<file path="config.mk">
export PLATFORM = sky130hd
export DESIGN_NAME = irq_pending_latch
export DESIGN_NICKNAME = d
export VERILOG_FILES = /design/src/rtl/irq_pkg.sv /design/src/rtl/irq_sync_edge.sv /design/src/rtl/irq_pending_latch.sv
export SDC_FILE = /design/constraint.sdc
export NUM_CORES = 1
export LEC_CHECK = 0
export ABC_AREA = 1
export BUFFER_PORTS_ARGS = -buffer_cell sky130_fd_sc_hd__buf_2
export CAP_MARGIN = 40
export CORE_UTILIZATION = 35
export CTS_CLUSTER_DIAMETER = 100
export DETAILED_ROUTE_END_ITERATION = 7
export MAX_ROUTING_LAYER = met4
export PLACE_DENSITY_LB_ADDON = 0.3
export REMOVE_ABC_BUFFERS = 1
export SLEW_MARGIN = 20
export SYNTH_ARGS = -nofsm -noshare
export SYNTH_HDL_FRONTEND = slang
export SYNTH_SLANG_ARGS = --single-unit
export TNS_END_PERCENT = 50
</file>
<file path="constraint.sdc">
create_clock -name clk -period 0.9 [get_ports clk]
set_input_delay 0.045 -clock clk [delete_from_list [all_inputs] [get_ports clk]]
set_output_delay 0.045 -clock clk [all_outputs]
set_load 0.02 [all_outputs]
</file>
<file path="src/rtl/irq_pkg.sv">
// Shared definitions for the interrupt request path (pending latch and priority encoder).
package irq_pkg;
    localparam int N_REQ = 8;
    localparam int IDX_W = $clog2(N_REQ);

    typedef logic [N_REQ-1:0] req_vec_t;
endpackage

</file>
<file path="src/rtl/irq_sync_edge.sv">
// Per-line request synchroniser (two flops when IRQ_SYNC_EN is defined) and rising-edge detector.
// Without IRQ_SYNC_EN the request is assumed already synchronous to clk.
module irq_sync_edge
    import irq_pkg::*;
#(
    parameter int W = irq_pkg::N_REQ
) (
    input  logic         clk,
    input  logic         rst_n,
    input  logic [W-1:0] i_req,
    output logic [W-1:0] o_edge
);

    logic [W-1:0] w_s;
    logic [W-1:0] r_prev;

`ifdef IRQ_SYNC_EN
    logic [W-1:0] r_meta;
    logic [W-1:0] r_sync;

    always_ff @(posedge clk) begin
        if (!rst_n) begin
            r_meta <= '0;
            r_sync <= '0;
        end else begin
            r_meta <= i_req;
            r_sync <= r_meta;
        end
    end

    assign w_s = r_sync;
`else
    assign w_s = i_req;
`endif

    // prev tracks regardless of enable so a level held across enable rising is not an edge
    always_ff @(posedge clk) begin
        if (!rst_n) begin
            r_prev <= '0;
        end else begin
            r_prev <= w_s;
        end
    end

    assign o_edge = w_s & ~r_prev;

endmodule

</file>
<file path="src/rtl/irq_pending_latch.sv">
// Sticky, maskable pending/overrun latch feeding the priority encoder; cleared by indexed ack.
// Optional build macro IRQ_SYNC_EN adds a two-flop request synchroniser (3-cycle capture latency).
module irq_pending_latch
    import irq_pkg::*;
#(
    parameter int N_REQ = irq_pkg::N_REQ,
    parameter int IDX_W = irq_pkg::IDX_W
) (
    input  logic             clk,
    input  logic             rst_n,
    input  logic             ena,
    input  logic [N_REQ-1:0] req_in,
    input  logic             mask_wr,
    input  logic [N_REQ-1:0] mask_data,
    input  logic             ack_valid,
    input  logic [IDX_W-1:0] ack_idx,
    output logic [N_REQ-1:0] pending,
    output logic [N_REQ-1:0] raw_pending,
    output logic [N_REQ-1:0] overrun,
    output logic             irq
);

    logic [N_REQ-1:0] w_edge;
    logic [N_REQ-1:0] w_ack_hit;
    logic [N_REQ-1:0] w_raw_next;
    logic [N_REQ-1:0] w_ovr_next;
    logic [N_REQ-1:0] w_mask_next;
    logic [N_REQ-1:0] w_pend_next;

    logic [N_REQ-1:0] r_raw;
    logic [N_REQ-1:0] r_ovr;
    logic [N_REQ-1:0] r_mask;
    logic [N_REQ-1:0] r_pend;
    logic             r_irq;

    irq_sync_edge #(
        .W(N_REQ)
    ) u_sync_edge (
        .clk   (clk),
        .rst_n (rst_n),
        .i_req (req_in),
        .o_edge(w_edge)
    );

    genvar gi;
    generate
        for (gi = 0; gi < N_REQ; gi++) begin : g_line
            logic w_cap;

            // out-of-range indices never match any line, so they are ignored
            assign w_ack_hit[gi]  = ack_valid && (int'(ack_idx) == gi);
            assign w_cap          = ena & w_edge[gi];
            // set beats clear; overrun drops on ack since the acked event was serviced
            assign w_raw_next[gi] = w_cap | (r_raw[gi] & ~w_ack_hit[gi]);
            assign w_ovr_next[gi] = ~w_ack_hit[gi] & (r_ovr[gi] | (w_cap & r_raw[gi]));
        end
    endgenerate

    assign w_mask_next = mask_wr ? mask_data : r_mask;
    assign w_pend_next = w_raw_next & w_mask_next;

    always_ff @(posedge clk) begin
        if (!rst_n) begin
            r_raw  <= '0;
            r_ovr  <= '0;
            r_mask <= '1;
            r_pend <= '0;
            r_irq  <= 1'b0;
        end else begin
            r_raw  <= w_raw_next;
            r_ovr  <= w_ovr_next;
            r_mask <= w_mask_next;
            r_pend <= w_pend_next;
            r_irq  <= |w_pend_next;
        end
    end

    assign pending     = r_pend;
    assign raw_pending = r_raw;
    assign overrun     = r_ovr;
    assign irq         = r_irq;

endmodule

</file>
; ---- Word-level counts from Yosys, hierarchy flattened
; Index checks and enable logic that the tools add are counted.
[word_totals]
in_bits = 24
register_bits = 41
word_cells = 83
out_inout_bits = 25
[classes]
reduce_logical = 10
n_bitwise = 59
muxes = 1
eq_ne = 7
[ops]
columns = op, count
row1 = $and 1x1->1, 32
row2 = $and 8x8->8, 2
row3 = $or 1x1->1, 16
row4 = $eq 3x3->1 const B, 4
row5 = $logic_and 1x1->1, 8
row6 = $mux 8, 1
row7 = $not 1->1, 8
row8 = $not 8->8, 1
row9 = $reduce_or 8->1, 1
row10 = $eq 3x2->1 const B, 2
row11 = $eq 3x1->1 const B, 1
row12 = $logic_not 3->1, 1

; ---- Longest topological paths before layout
[logic_depth]
depth_word = 7
depth_mapped = 9
ltp_nobuf = 9

; ---- Modules after synthesis
; Synthesis repeated with hierarchy kept, for this count alone.
[hier_totals]
hier_cells = 211
hier_area_um2 = 1550.2
[by_module_without_submodules]
columns = module, seq_area_each_um2, area_per_inst_um2, instances, cells_each
row1 = irq_pending_latch, 660.6, 1265.0, 1, 170
row2 = irq_sync_edge, 160.2, 285.3, 1, 41

; ---- Worst setup path after synthesis
; OpenSTA, ideal clock, no wires.
[synth_path]
kind = register to register
start = register r_raw[4], in the netlist raw_pending[4]
end = register r_irq, in the netlist irq
setup_slack_ns = -0.013
synth_period_minus_slack_ns = 0.913
path_stages_with_launch = 7
n_path_buf = 0
t_arrival_ns = 0.843
required_time_ns = 0.830
setup_time_ns = 0.070
path_cell_list = dfxtp_1 -> nand2_1 -> nand2_1 -> nand2_1 -> nand2_1 -> nor2_1 -> a21oi_1
[synth_via]
elab_chain_cells = 4
[synth_rtl]
columns = item, line
row1 = from (decl), irq_pending_latch.sv:30  ; logic [N_REQ-1:0] r_raw;
row2 = from (signal assigned), irq_pending_latch.sv:70  ; r_raw <= w_raw_next;
row3 = $and 1x1->1, irq_pending_latch.sv:54  ; assign w_raw_next[gi] = w_cap | (r_raw[gi] & ~w_ack_hit[gi]);
row4 = $or 1x1->1, irq_pending_latch.sv:54
row5 = $and 8x8->8, irq_pending_latch.sv:60  ; assign w_pend_next = w_raw_next & w_mask_next;
row6 = $reduce_or 8->1, irq_pending_latch.sv:74  ; r_irq <= |w_pend_next;
row7 = to (signal assigned), irq_pending_latch.sv:74
row8 = to (decl), irq_pending_latch.sv:34  ; logic r_irq;
; Every way passes these cells.
; A chain may end at the register's enable or synchronous reset.

; ---- Final worst setup path
[layout_path]
start = register u_sync_edge.r_prev[2]
end = register r_irq, in the netlist irq
[layout_via]
elab_chain_cells = 6
[layout_rtl]
columns = item, line
row1 = from (decl), irq_sync_edge.sv:15  ; logic [W-1:0] r_prev;
row2 = from (signal assigned), irq_sync_edge.sv:41  ; r_prev <= w_s;
row3 = $not 8->8, irq_sync_edge.sv:45  ; assign o_edge = w_s & ~r_prev;
row4 = $and 8x8->8, irq_sync_edge.sv:45
row5 = $and 1x1->1, irq_pending_latch.sv:52  ; assign w_cap = ena & w_edge[gi];
row6 = $or 1x1->1, irq_pending_latch.sv:54
row7 = $and 8x8->8, irq_pending_latch.sv:60
row8 = $reduce_or 8->1, irq_pending_latch.sv:74
; Every way passes these cells.

==> metrics.txt <==
result of the run complete, but fails checks; failing checks setup timing; CTS tree done; flip-flop and latch count after synthesis 41; Area growth syn-to-layout 50.50%; slew at the pin closest to its max-slew limit between 0.15 and 0.2 ns; WP data arrival 1.14 ns; final wirelength 3.581 mm; final total power roughly 0.0038 W; effective utilization at floorplan 0.3706; switch share 0.2615; combinational share of power 0.178; worst min-delay path category in -> reg; worst flop-to-flop path startpoint u_sync_edge.r_prev[2]; post-route design area 2263 um2; final hold violation count 0; type of the worst setup path reg -> reg; port buffer count 48; average size of a mapped cell roughly 7.7 um2; clock latency reported for the late side of the worst-skew pair 0.29 ns; Die X-Extent 67.55 um; Worst setup SP type flop; final setup skew 0.003766 ns; placed wire-length estimate 2.482 mm; cell types with the largest area share after synthesis dfxtp_1, nand2_1, nor2_1; instance area at placement ~2000 um2; largest area contributor in the netlist dfxtp_1; critical path peak fanout 2; via count of the first global-routing pass roughly 1300; power density over cell area between 1500 and 2000 nW/um2; routed len/inst 10.72 um; wire length of the first global-routing pass 5.637 mm; list of cells traversed by the critical path nand3b_1, nand2_1, nand2_1, nand2_1, nor2_2, a21oi_1; clock share of power 0.305; # setup viols final 5; power dissipated by switching net loads 0.0009829 W; GRT Util Overall 0.1788; Max transition margin 0.8734; power share of the sequential group 0.518; destination of the worst register-to-register timing path irq; setup_tns -0.1036 ns; Core Footprint 4058 um2; vias 1493; reg-to-reg slack, setup -0.05 ns; count of nets after finishing ~310; post-route antenna net violation count 0; number of cells traversed by the worst register-to-register path 6; count of maximum capacitance violations 0; least setup slack across all paths after layout -0.05362 ns; Antenna Cells 0; detailed-route vias per instance 4.470; detailed-routing iteration count for the pre-antenna-repair pass 4; Die Height ~68 um; Critical Path Start u_sync_edge.r_prev[2]; TritonCTS Buffers 5; Top-Level Pins a little under 50; number of placed instances with taps included between 300 and 400; number of warning messages in the yosys log 0; sequential share of the synthesized area 0.5458; initial antenna violation count 0; last weighted congestion value of the routability-driven placer 0.8802; share of Yosys cell area claimed by the top area cell type 0.5458; clock buffer depth 2; number of violations reported at the end of detailed-routing iteration 0 71; post-route DRC violation count 0; peak per-stage delay on the critical path 0.31 ns; Crit. End Element flop; capture point of the worst path irq; clock root buffer clkbuf_8; worst path required time between 1 and 1.5 ns; count of placed standard cells in the final layout, fillers left out 334; total count of max-transition violations in the final report 0; leakage power 1.164 nW; f_max ~1000 MHz; Die Footprint between 4000 and 5000 um2; IR Drop Worst-Case VDD 911.5 uV; Std-Cell Rows 23; final global-route overflow total 0; number of sinks on the clock net 41; unique cell type count in the Yosys netlist 16; fraction of final layout cells with drive strength greater than 1 0.3415; period utilisation layout 1.060; minimum clock period after layout 0.9536 ns; post-synthesis instance area ~1500 um2; cell internal pwr ~0.0028 W; number of H-tree branching levels 2; clock transition at the registers of the reported paths about 0.070 ns; highest-delay cell along the critical path dfxtp_1; largest net degree at the start of global routing 19; number of cells produced by synthesis 195; cell seen most often among critical-path stages nand2_1; unrepaired setup endpoints after global routing true
-- cells in the mapped netlist --
master,count
buf_1,1
inv_1,12
nand3_1,8
nor2_4,1
dfxtp_1,41
buf_4,1
nand3b_1,8
nand2_1,76
buf_2,2
inv_2,3
nor2_2,2
clkbuf_1,2
nand2_2,2
nor2_1,19
a21oi_1,9
o21a_1,8
-- area by class of cell --
type / count / area [um2]
inverter: 15 / 56.30
clock buffer: 8 / 80.08
tap: 50 / 62.56
multi-input combinational: 133 / 643.1
sequential: 41 / 822.0
fill: 397 / 1794
timing repair buffer: 87 / 599.3
-- routing by layer --
metal	track usage	vias to the layer above	wire length, um
met5	-	-	0
met4	0.1117	0	90
met3	0.04561	8	204
met2	0.2748	38	1626
met1	0.2064	667	1660
li1	-	780	-
-- cells by family (layout without fill, tap and decap cells) --
family                 Yosys count  count (layout)  share of synthesized area
and+or+nand+nor                116             116                     0.3278
DFF                             41              41                     0.5458
buffers and inverters           21             110                    0.05657
AOI/OAI and AO/OA               17              17                    0.06988
-- power by group through the flow --
stage | Sequential, W | Combinational, W | Clock (W)
4_1_cts | 0.00195 | 0.000623 | 0.00117
2_1_floorplan | 0.00205 | 0.000220 | 0
5_1_grt | 0.00196 | 0.000740 | 0.00123
3_5_place_dp | 0.00199 | 0.000568 | 0
6_report | 0.00195 | 0.000667 | 0.00114
3_3_place_gp | 0.00199 | 0.000562 | 0
-- registers in the layout (all words and copies together), names as in the netlist --
register            flops
u_sync_edge.r_prev      8
r_mask                  8
pending                 8
raw_pending             8
overrun                 8
irq                     1
-- through the flow --
stage	hold slack, ns	util	setup WS, ns
floorplan	0.1292	-	-0.01338
global placement	0.2396	0.4820	-0.1154
detailed placement	0.2421	0.4820	-0.1214
CTS	0.08799	0.5412	-0.07530
global route	0.1154	0.5578	-0.1182
finish	0.1036	0.5578	-0.05362
-- cell usage in the layout (no fill, tap or decap) --
cell,netlist,layout
dfxtp_1,41,40
o21a_1,8,8
buf_12,0,1
nand3_1,8,8
dlygate4sd3_1,0,16
buf_6,0,3
buf_4,1,20
nor2_4,1,4
nor2_2,2,5
clkbuf_1,2,3
nand3b_1,8,8
clkbuf_8,0,5
a21oi_1,9,9
dfxtp_2,0,1
inv_2,3,3
nand2_1,76,70
nor2_1,19,13
nand2_2,2,8
buf_2,2,47
inv_1,12,12
-- critical path: cells and delay by family (launching register included) --
kind | cells | cell delay, ns
AO/OA/AOI/OAI | 1 | 0.07
AND/OR/NAND/NOR | 5 | 0.46
flip-flops | 1 | 0.31
-- how the worst min path moves through the flow --
stage                            end  cells after the start  startpoint  slack, ns
6_report              raw_pending[4]                      3   req_in[4]       0.10
3_3_place_gp   u_sync_edge.r_prev[1]                      3   req_in[1]       0.24
4_1_cts               raw_pending[6]                      3   req_in[6]       0.09
5_1_grt               raw_pending[6]                      3   req_in[6]       0.12
2_1_floorplan              r_mask[0]                      1       rst_n       0.13
3_5_place_dp   u_sync_edge.r_prev[1]                      3   req_in[1]       0.24
-- timing repair --
action | in CTS | in global routing
resized for setup | 0 | 20
setup endpoints to repair | 8 | 15
buffers inserted | 0 | 1
hold buffers | 16 | 0
hold endpoints to repair | 16 | 0
pin swaps | 5 | 17
Note: power is estimated with default switching activity, not from simulation.
